[src/rtl/imm_encoder_pkg.sv]
// imm_enc_pkg: shared types and helpers for the instruction-word assembler.
//   fmt_t      - 3-bit immediate format code (FMT_I/S/B/U/J, 5-7 invalid)
//   payload_t  - word carried through the skid buffer {inst, err}
//   fits_signed- true when v[31:lsb] are all equal (value fits a signed field)
// Optional feature macro used elsewhere: IMM_ENC_JU_EN.
package imm_enc_pkg;

  typedef logic [2:0] fmt_t;

  localparam fmt_t FMT_I = 3'd0;
  localparam fmt_t FMT_S = 3'd1;
  localparam fmt_t FMT_B = 3'd2;
  localparam fmt_t FMT_U = 3'd3;
  localparam fmt_t FMT_J = 3'd4;

  typedef struct packed {
    logic [31:0] inst;
    logic        err;
  } payload_t;

  // Arithmetic shift leaves all-zeros or all-ones only if the upper bits
  // are a pure sign extension.
  function automatic logic fits_signed(input logic [31:0] v, input int lsb);
    logic [31:0] sh;
    sh = $unsigned($signed(v) >>> lsb);
    return (sh == 32'h0) || (&sh);
  endfunction

endpackage

[src/rtl/imm_encoder_if.sv]
// imm_encoder_if: input and output valid/ready streams of the encoder.
//   in_valid/in_ready/in_fmt/in_base/in_imm  - request stream
//   out_valid/out_ready/out_inst/out_err     - encoded word stream
// Modports: slave (the encoder), master (the source/sink driving it).
interface imm_encoder_if;
  import imm_enc_pkg::*;

  logic        in_valid;
  logic        in_ready;
  fmt_t        in_fmt;
  logic [31:0] in_base;
  logic [31:0] in_imm;
  logic        out_valid;
  logic        out_ready;
  logic [31:0] out_inst;
  logic        out_err;

  modport slave (
    input  in_valid, in_fmt, in_base, in_imm, out_ready,
    output in_ready, out_valid, out_inst, out_err
  );

  modport master (
    output in_valid, in_fmt, in_base, in_imm, out_ready,
    input  in_ready, out_valid, out_inst, out_err
  );

endinterface

[src/rtl/imm_encoder_skid.sv]
// imm_enc_skid: 2-entry valid/ready skid buffer carrying payload_t.
//   clk, rst                       - clock, synchronous active-high reset
//   in_valid/in_ready/in_data      - upstream side; in_ready is a flop
//   out_valid/out_ready/out_data   - downstream side; held stable while stalled
// The output register holds the presented word; the skid register catches
// one word accepted while the output is full and stalled.
module imm_enc_skid
  import imm_enc_pkg::*;
(
  input  logic     clk,
  input  logic     rst,
  input  logic     in_valid,
  output logic     in_ready,
  input  payload_t in_data,
  output logic     out_valid,
  input  logic     out_ready,
  output payload_t out_data
);

  logic     out_full;
  logic     skid_full;
  logic     skid_full_nxt;
  logic     ready_q;
  payload_t out_q;
  payload_t skid_q;
  logic     in_hs;
  logic     drain;

  assign in_hs = in_valid && ready_q;
  // Output register can take a new word this cycle.
  assign drain = !out_full || out_ready;

  always_comb begin
    skid_full_nxt = skid_full;
    if (drain && skid_full)
      skid_full_nxt = 1'b0;
    else if (!drain && in_hs)
      skid_full_nxt = 1'b1;
  end

  always_ff @(posedge clk) begin
    if (rst) begin
      out_full  <= 1'b0;
      skid_full <= 1'b0;
      ready_q   <= 1'b1;
      out_q     <= '0;
      skid_q    <= '0;
    end else begin
      skid_full <= skid_full_nxt;
      ready_q   <= !skid_full_nxt;
      if (drain) begin
        // Skid word always goes first to keep FIFO order; in_ready is low
        // whenever the skid is full, so no input competes with it.
        if (skid_full) begin
          out_q    <= skid_q;
          out_full <= 1'b1;
        end else if (in_hs) begin
          out_q    <= in_data;
          out_full <= 1'b1;
        end else begin
          out_full <= 1'b0;
        end
      end else if (in_hs) begin
        skid_q <= in_data;
      end
    end
  end

  assign in_ready  = ready_q;
  // Nothing is presented during a reset cycle.
  assign out_valid = out_full && !rst;
  assign out_data  = out_q;

endmodule

[src/rtl/imm_encoder.sv]
// imm_encoder: streaming RV32I instruction-word assembler (inverse of the
// immediate generator). Scatters a 32-bit immediate into the base word
// according to the format code and flags range/alignment/format errors.
//   clk, rst   - clock, synchronous active-high reset
//   bus        - imm_encoder_if.slave (request and encoded-word streams)
//   err_seen   - sticky: an erroneous word was handed downstream
//   enc_count  - output handshakes since reset, wraps modulo 2^COUNT_W
// Macro IMM_ENC_JU_EN: when defined, U and J formats are encoded; otherwise
// fmt 3/4 are invalid and their range logic is not built.
module imm_encoder
  import imm_enc_pkg::*;
#(
  parameter int COUNT_W = 16
) (
  input  logic               clk,
  input  logic               rst,
  imm_encoder_if.slave       bus,
  output logic               err_seen,
  output logic [COUNT_W-1:0] enc_count
);

  logic [31:0] imm;
  payload_t    enc;
  payload_t    out_word;
  logic        out_hs;

  assign imm = bus.in_imm;

  // Encoding is purely combinational; the skid buffer captures it on accept.
  // Errors still produce the word built from the truncated immediate bits.
  always_comb begin
    enc.inst = bus.in_base;
    enc.err  = 1'b1;
    case (bus.in_fmt)
      FMT_I: begin
        enc.inst[31:20] = imm[11:0];
        enc.err         = !fits_signed(imm, 11);
      end
      FMT_S: begin
        enc.inst[31:25] = imm[11:5];
        enc.inst[11:7]  = imm[4:0];
        enc.err         = !fits_signed(imm, 11);
      end
      FMT_B: begin
        enc.inst[31]    = imm[12];
        enc.inst[30:25] = imm[10:5];
        enc.inst[11:8]  = imm[4:1];
        enc.inst[7]     = imm[11];
        enc.err         = !fits_signed(imm, 12) || imm[0];
      end
`ifdef IMM_ENC_JU_EN
      FMT_U: begin
        enc.inst[31:12] = imm[31:12];
        enc.err         = (imm[11:0] != 12'h0);
      end
      FMT_J: begin
        enc.inst[31]    = imm[20];
        enc.inst[30:21] = imm[10:1];
        enc.inst[20]    = imm[11];
        enc.inst[19:12] = imm[19:12];
        enc.err         = !fits_signed(imm, 20) || imm[0];
      end
`endif
      default: begin
        enc.inst = bus.in_base;
        enc.err  = 1'b1;
      end
    endcase
  end

  imm_enc_skid u_skid (
    .clk       (clk),
    .rst       (rst),
    .in_valid  (bus.in_valid),
    .in_ready  (bus.in_ready),
    .in_data   (enc),
    .out_valid (bus.out_valid),
    .out_ready (bus.out_ready),
    .out_data  (out_word)
  );

  assign bus.out_inst = out_word.inst;
  assign bus.out_err  = out_word.err;
  assign out_hs       = bus.out_valid && bus.out_ready;

  always_ff @(posedge clk) begin
    if (rst) begin
      enc_count <= '0;
      err_seen  <= 1'b0;
    end else if (out_hs) begin
      enc_count <= enc_count + COUNT_W'(1);
      if (out_word.err)
        err_seen <= 1'b1;
    end
  end

endmodule

[src/flat_wrapper.sv]
// flat-port wrapper written by rule: the top's interface ports become plain ports
module imm_encoder_flat import imm_enc_pkg::*;
#(
  parameter int COUNT_W = 16
)
  (clk, rst, err_seen, enc_count, bus_in_valid, bus_in_fmt, bus_in_base, bus_in_imm, bus_out_ready, bus_in_ready, bus_out_valid, bus_out_inst, bus_out_err);
  imm_encoder_if bus_i ();
  input  logic clk;
  input  logic rst;
  output logic err_seen;
  output logic [COUNT_W-1:0] enc_count;
  input wire logic [$bits(bus_i.in_valid)-1:0] bus_in_valid;
  input wire logic [$bits(bus_i.in_fmt)-1:0] bus_in_fmt;
  input wire logic [$bits(bus_i.in_base)-1:0] bus_in_base;
  input wire logic [$bits(bus_i.in_imm)-1:0] bus_in_imm;
  input wire logic [$bits(bus_i.out_ready)-1:0] bus_out_ready;
  output wire logic [$bits(bus_i.in_ready)-1:0] bus_in_ready;
  output wire logic [$bits(bus_i.out_valid)-1:0] bus_out_valid;
  output wire logic [$bits(bus_i.out_inst)-1:0] bus_out_inst;
  output wire logic [$bits(bus_i.out_err)-1:0] bus_out_err;
  assign bus_i.in_valid = bus_in_valid;
  assign bus_i.in_fmt = bus_in_fmt;
  assign bus_i.in_base = bus_in_base;
  assign bus_i.in_imm = bus_in_imm;
  assign bus_i.out_ready = bus_out_ready;
  assign bus_in_ready = bus_i.in_ready;
  assign bus_out_valid = bus_i.out_valid;
  assign bus_out_inst = bus_i.out_inst;
  assign bus_out_err = bus_i.out_err;
  imm_encoder #(.COUNT_W(COUNT_W)) u_core (.clk(clk), .rst(rst), .bus(bus_i), .err_seen(err_seen), .enc_count(enc_count));
endmodule
[config.mk]
export PLATFORM = sky130hd
export DESIGN_NAME = imm_encoder_flat
export DESIGN_NICKNAME = d
export VERILOG_FILES = /design/src/rtl/imm_encoder_pkg.sv /design/src/rtl/imm_encoder_if.sv /design/src/rtl/imm_encoder_skid.sv /design/src/rtl/imm_encoder.sv /design/src/flat_wrapper.sv
export SDC_FILE = /design/constraint.sdc
export NUM_CORES = 1
export LEC_CHECK = 0
export BUFFER_PORTS_ARGS = -buffer_cell sky130_fd_sc_hd__buf_2
export CORE_MARGIN = 2
export CORE_UTILIZATION = 25
export CTS_CLUSTER_DIAMETER = 60
export DETAILED_ROUTE_END_ITERATION = 8
export HOLD_SLACK_MARGIN = 0.1
export PLACE_DENSITY = 0.48
export SLEW_MARGIN = 20
export SYNTH_ARGS = -nofsm -noshare
export SYNTH_HDL_FRONTEND = slang
export SYNTH_SLANG_ARGS = --single-unit
[constraint.sdc]
create_clock -name clk -period 1.45 [get_ports clk]
set_input_delay 0.0725 -clock clk [delete_from_list [all_inputs] [get_ports clk]]
set_output_delay 0.0725 -clock clk [all_outputs]
set_load 0.02 [all_outputs]
==> reports/results.txt <==
core area = 15100 um^2
post-synthesis xor/xnor area fraction = 2.97%
most common cell after layout, fill and taps aside = buf_2
main combinational cell family by area after synthesis = simple AND/OR/NAND/NOR gates
drt first pass iters = 4
Synth Area in Adders = 0.327%
placer congestion estimate = 0.726
WL final = 10900 um
routed vias/inst = 4.68
# clock sinks = 86
Gate Count Post-Synth = 449
Worst R2R Start = u_core.u_skid.out_full
largest net degree at the start of global routing = 38
Placed Area = 4870 um^2
Worst Setup SP = u_core.u_skid.out_full
Final Power = 5.52 mW
Tot GR Track Use = 13.4%
number of top-level pins = 123
clock tree root driver cell = clkbuf_16
post-synthesis mux area share = 8.10%
layout cell share with drive strength beyond 1 = 32.8%
Hold Path Sink = u_core.enc_count[2]
most frequent cells in the layout = buf_2 (122), dfxtp_1 (79), nand2_1 (68), nor2_1 (58), a21oi_1 (36)
number of synthesized flops with an enable pin = 0
slew at the pin closest to its max-slew limit = 417 ps
crit start category = flip-flop
Compound-Gate Fraction of Synth Area = 18.0%
hold path depth = 4
clock buffer depth = 2
CTS tree = built
vias in the first global route = 3537
Post-Synth Simple-Gate Area = 21.4%
non-filler cells, final = 792
worst slack, placed = -109 ps
first-pass GRT wire length = 17200 um
net count reported at finish = 674
Hold Path Class = input port to flip-flop
number of max-cap violations = 0
TritonCTS buffer count = 9
post-route cell area = 5410 um^2
dpl cells = 760
WS Path Type = flip-flop to flip-flop
FF+latch count, synth = 86
Min-Delay Startpoint = bus_out_ready
WHS = 130 ps
reg2reg end = u_core.u_skid.out_data[12]
syn_nets = 521
Overflow after GRT = 0
clk_lat worst skew = 340 ps
diode count = 0
Die H = 128 um
Slew HR = 72.2%
via count = 3705
register area share after synthesis = 44.9%
Detail Route Antenna Nets = 0
setup tns final = 0 ps
final worst path period need = 1380 ps
P&R area growth vs syn = 41.2%
die area = 16300 um^2
DRC = 0
hpwl dp = 7610 um
WP data required = 1680 ps
Pleak = 2.25 nW
CP Max Fanout = 11
top achievable clock speed = 726 MHz
worst clock skew = 8.93 ps
Post-synth ARST share = 0%
Setup crit end kind = flip-flop
H-tree depth = 3
syn avg cell area = 8.53 um^2
PortBufs = 122
drt initial violations = 154
reg2reg setup slack = 70 ps
Core Util, Final = 35.9%
Core Rows = 45
Netlist cell types = 48
Post-Syn Area = 3830 um^2
WL/cell = 13.7 um
warnings from Yosys = 0
fillers = 1574
main flop type after synthesis = dfxtp_1
outcome = finished, final reports clean
final hold viol count = 0
final worst setup slack = 72.6 ps
Worst-path clk slew = 60 ps
Tcrit/Tclk final = 95.0%
final setup vio count = 0
width of the die = 128 um
worst path arrival time = 1610 ps
RSZ-0062 raised after global routing = no
Power Density = 1020 nW/um^2
maximum vdd drop = 0.000525 V
initial antenna violation count = 0
Initial Util = 25.4%
max-slew violations = 0
FF-to-FF path depth = 5
## metal layers
metal	share of wire [%]	track usage, %
met1	47	16.8
met2	46	22.1
met3	6.1	4.59
met4	1.1	3.81
met5	0	0
## power by group
part / total [mW] / switching [mW] / internal (mW) / leakage (nW)
Sequential: 2.54 / 0.0580 / 2.48 / 0.705
Combinational: 0.864 / 0.486 / 0.379 / 1.41
Clock: 2.12 / 0.897 / 1.22 / 0.133
## worst max path at each step
stage | depth (start not counted) | end | slack, ps
finish | 5 | u_core.u_skid.out_data[12] | 70
global placement | 5 | u_core.u_skid.out_data[10] | -80
CTS | 5 | u_core.enc_count[15] | -7
global route | 6 | u_core.u_skid.skid_q[7] | 4
detailed placement | 5 | u_core.u_skid.out_data[10] | -110
floorplan | 5 | u_core.enc_count[15] | 5
## registers in the layout (all words and copies together), names as in the netlist
name and count:
u_core.enc_count 16, u_core.err_seen 1, u_core.u_skid.in_ready 1, u_core.u_skid.out_data 33
u_core.u_skid.out_full 1, u_core.u_skid.skid_full 1, u_core.u_skid.skid_q 33
## cell families after synthesis
logic type / after synthesis
simple gates: 178
xor+xnor: 13
compound gates: 104
mux: 31
buf+inv: 36
fa+ha+maj: 1
flops: 86
## final cells by class
class	count	area (um^2)	share of cell area [%]
flip-flops and latches	86	1730	32.0
multi-input cells	327	2040	37.7
clock buffers	11	253	4.67
well taps	188	235	4.35
clock inverters	2	10.0	0.185
repair buffers	172	1120	20.7
inverters	6	22.5	0.416
## cells in the mapped netlist (all sizes together), types with 3 or more instances
cell type | count | share of area [%]
nor2 | 60 | 6.1
o21ba | 3 | 0.78
buf | 16 | 2.3
and2 | 4 | 0.65
mux2i | 31 | 8.1
a211oi | 37 | 7.3
xor2 | 7 | 1.6
nand2 | 68 | 6.7
o21ai | 5 | 0.65
o211ai | 12 | 2.4
nand4 | 9 | 1.5
nor3 | 5 | 0.78
nor4 | 6 | 1.1
a21oi | 37 | 4.9
inv | 6 | 0.59
or3 | 4 | 0.65
nand3 | 10 | 1.6
xnor2 | 6 | 1.4
clkbuf | 14 | 1.4
dfxtp | 86 | 45
## worst max-delay path: stages (launching register included)
cell and delay, ps:
dfxtp_2 320, nor2b_1 120, buf_4 150, or2_4 310, and2_0 180, o21ba_2 200
## what timing repair did
| action | 4_1_cts | 5_1_grt |
|---|---|---|
| hold endpoints to repair | 33 | 0 |
| resized for setup | 4 | 12 |
| pin swaps | 0 | 7 |
| hold buffers | 16 | 0 |
| endpoints found under the setup margin | 18 | 30 |
| setup buffers | 0 | 2 |
| cloned | 0 | 1 |
Power figures use the tool's default switching activity.
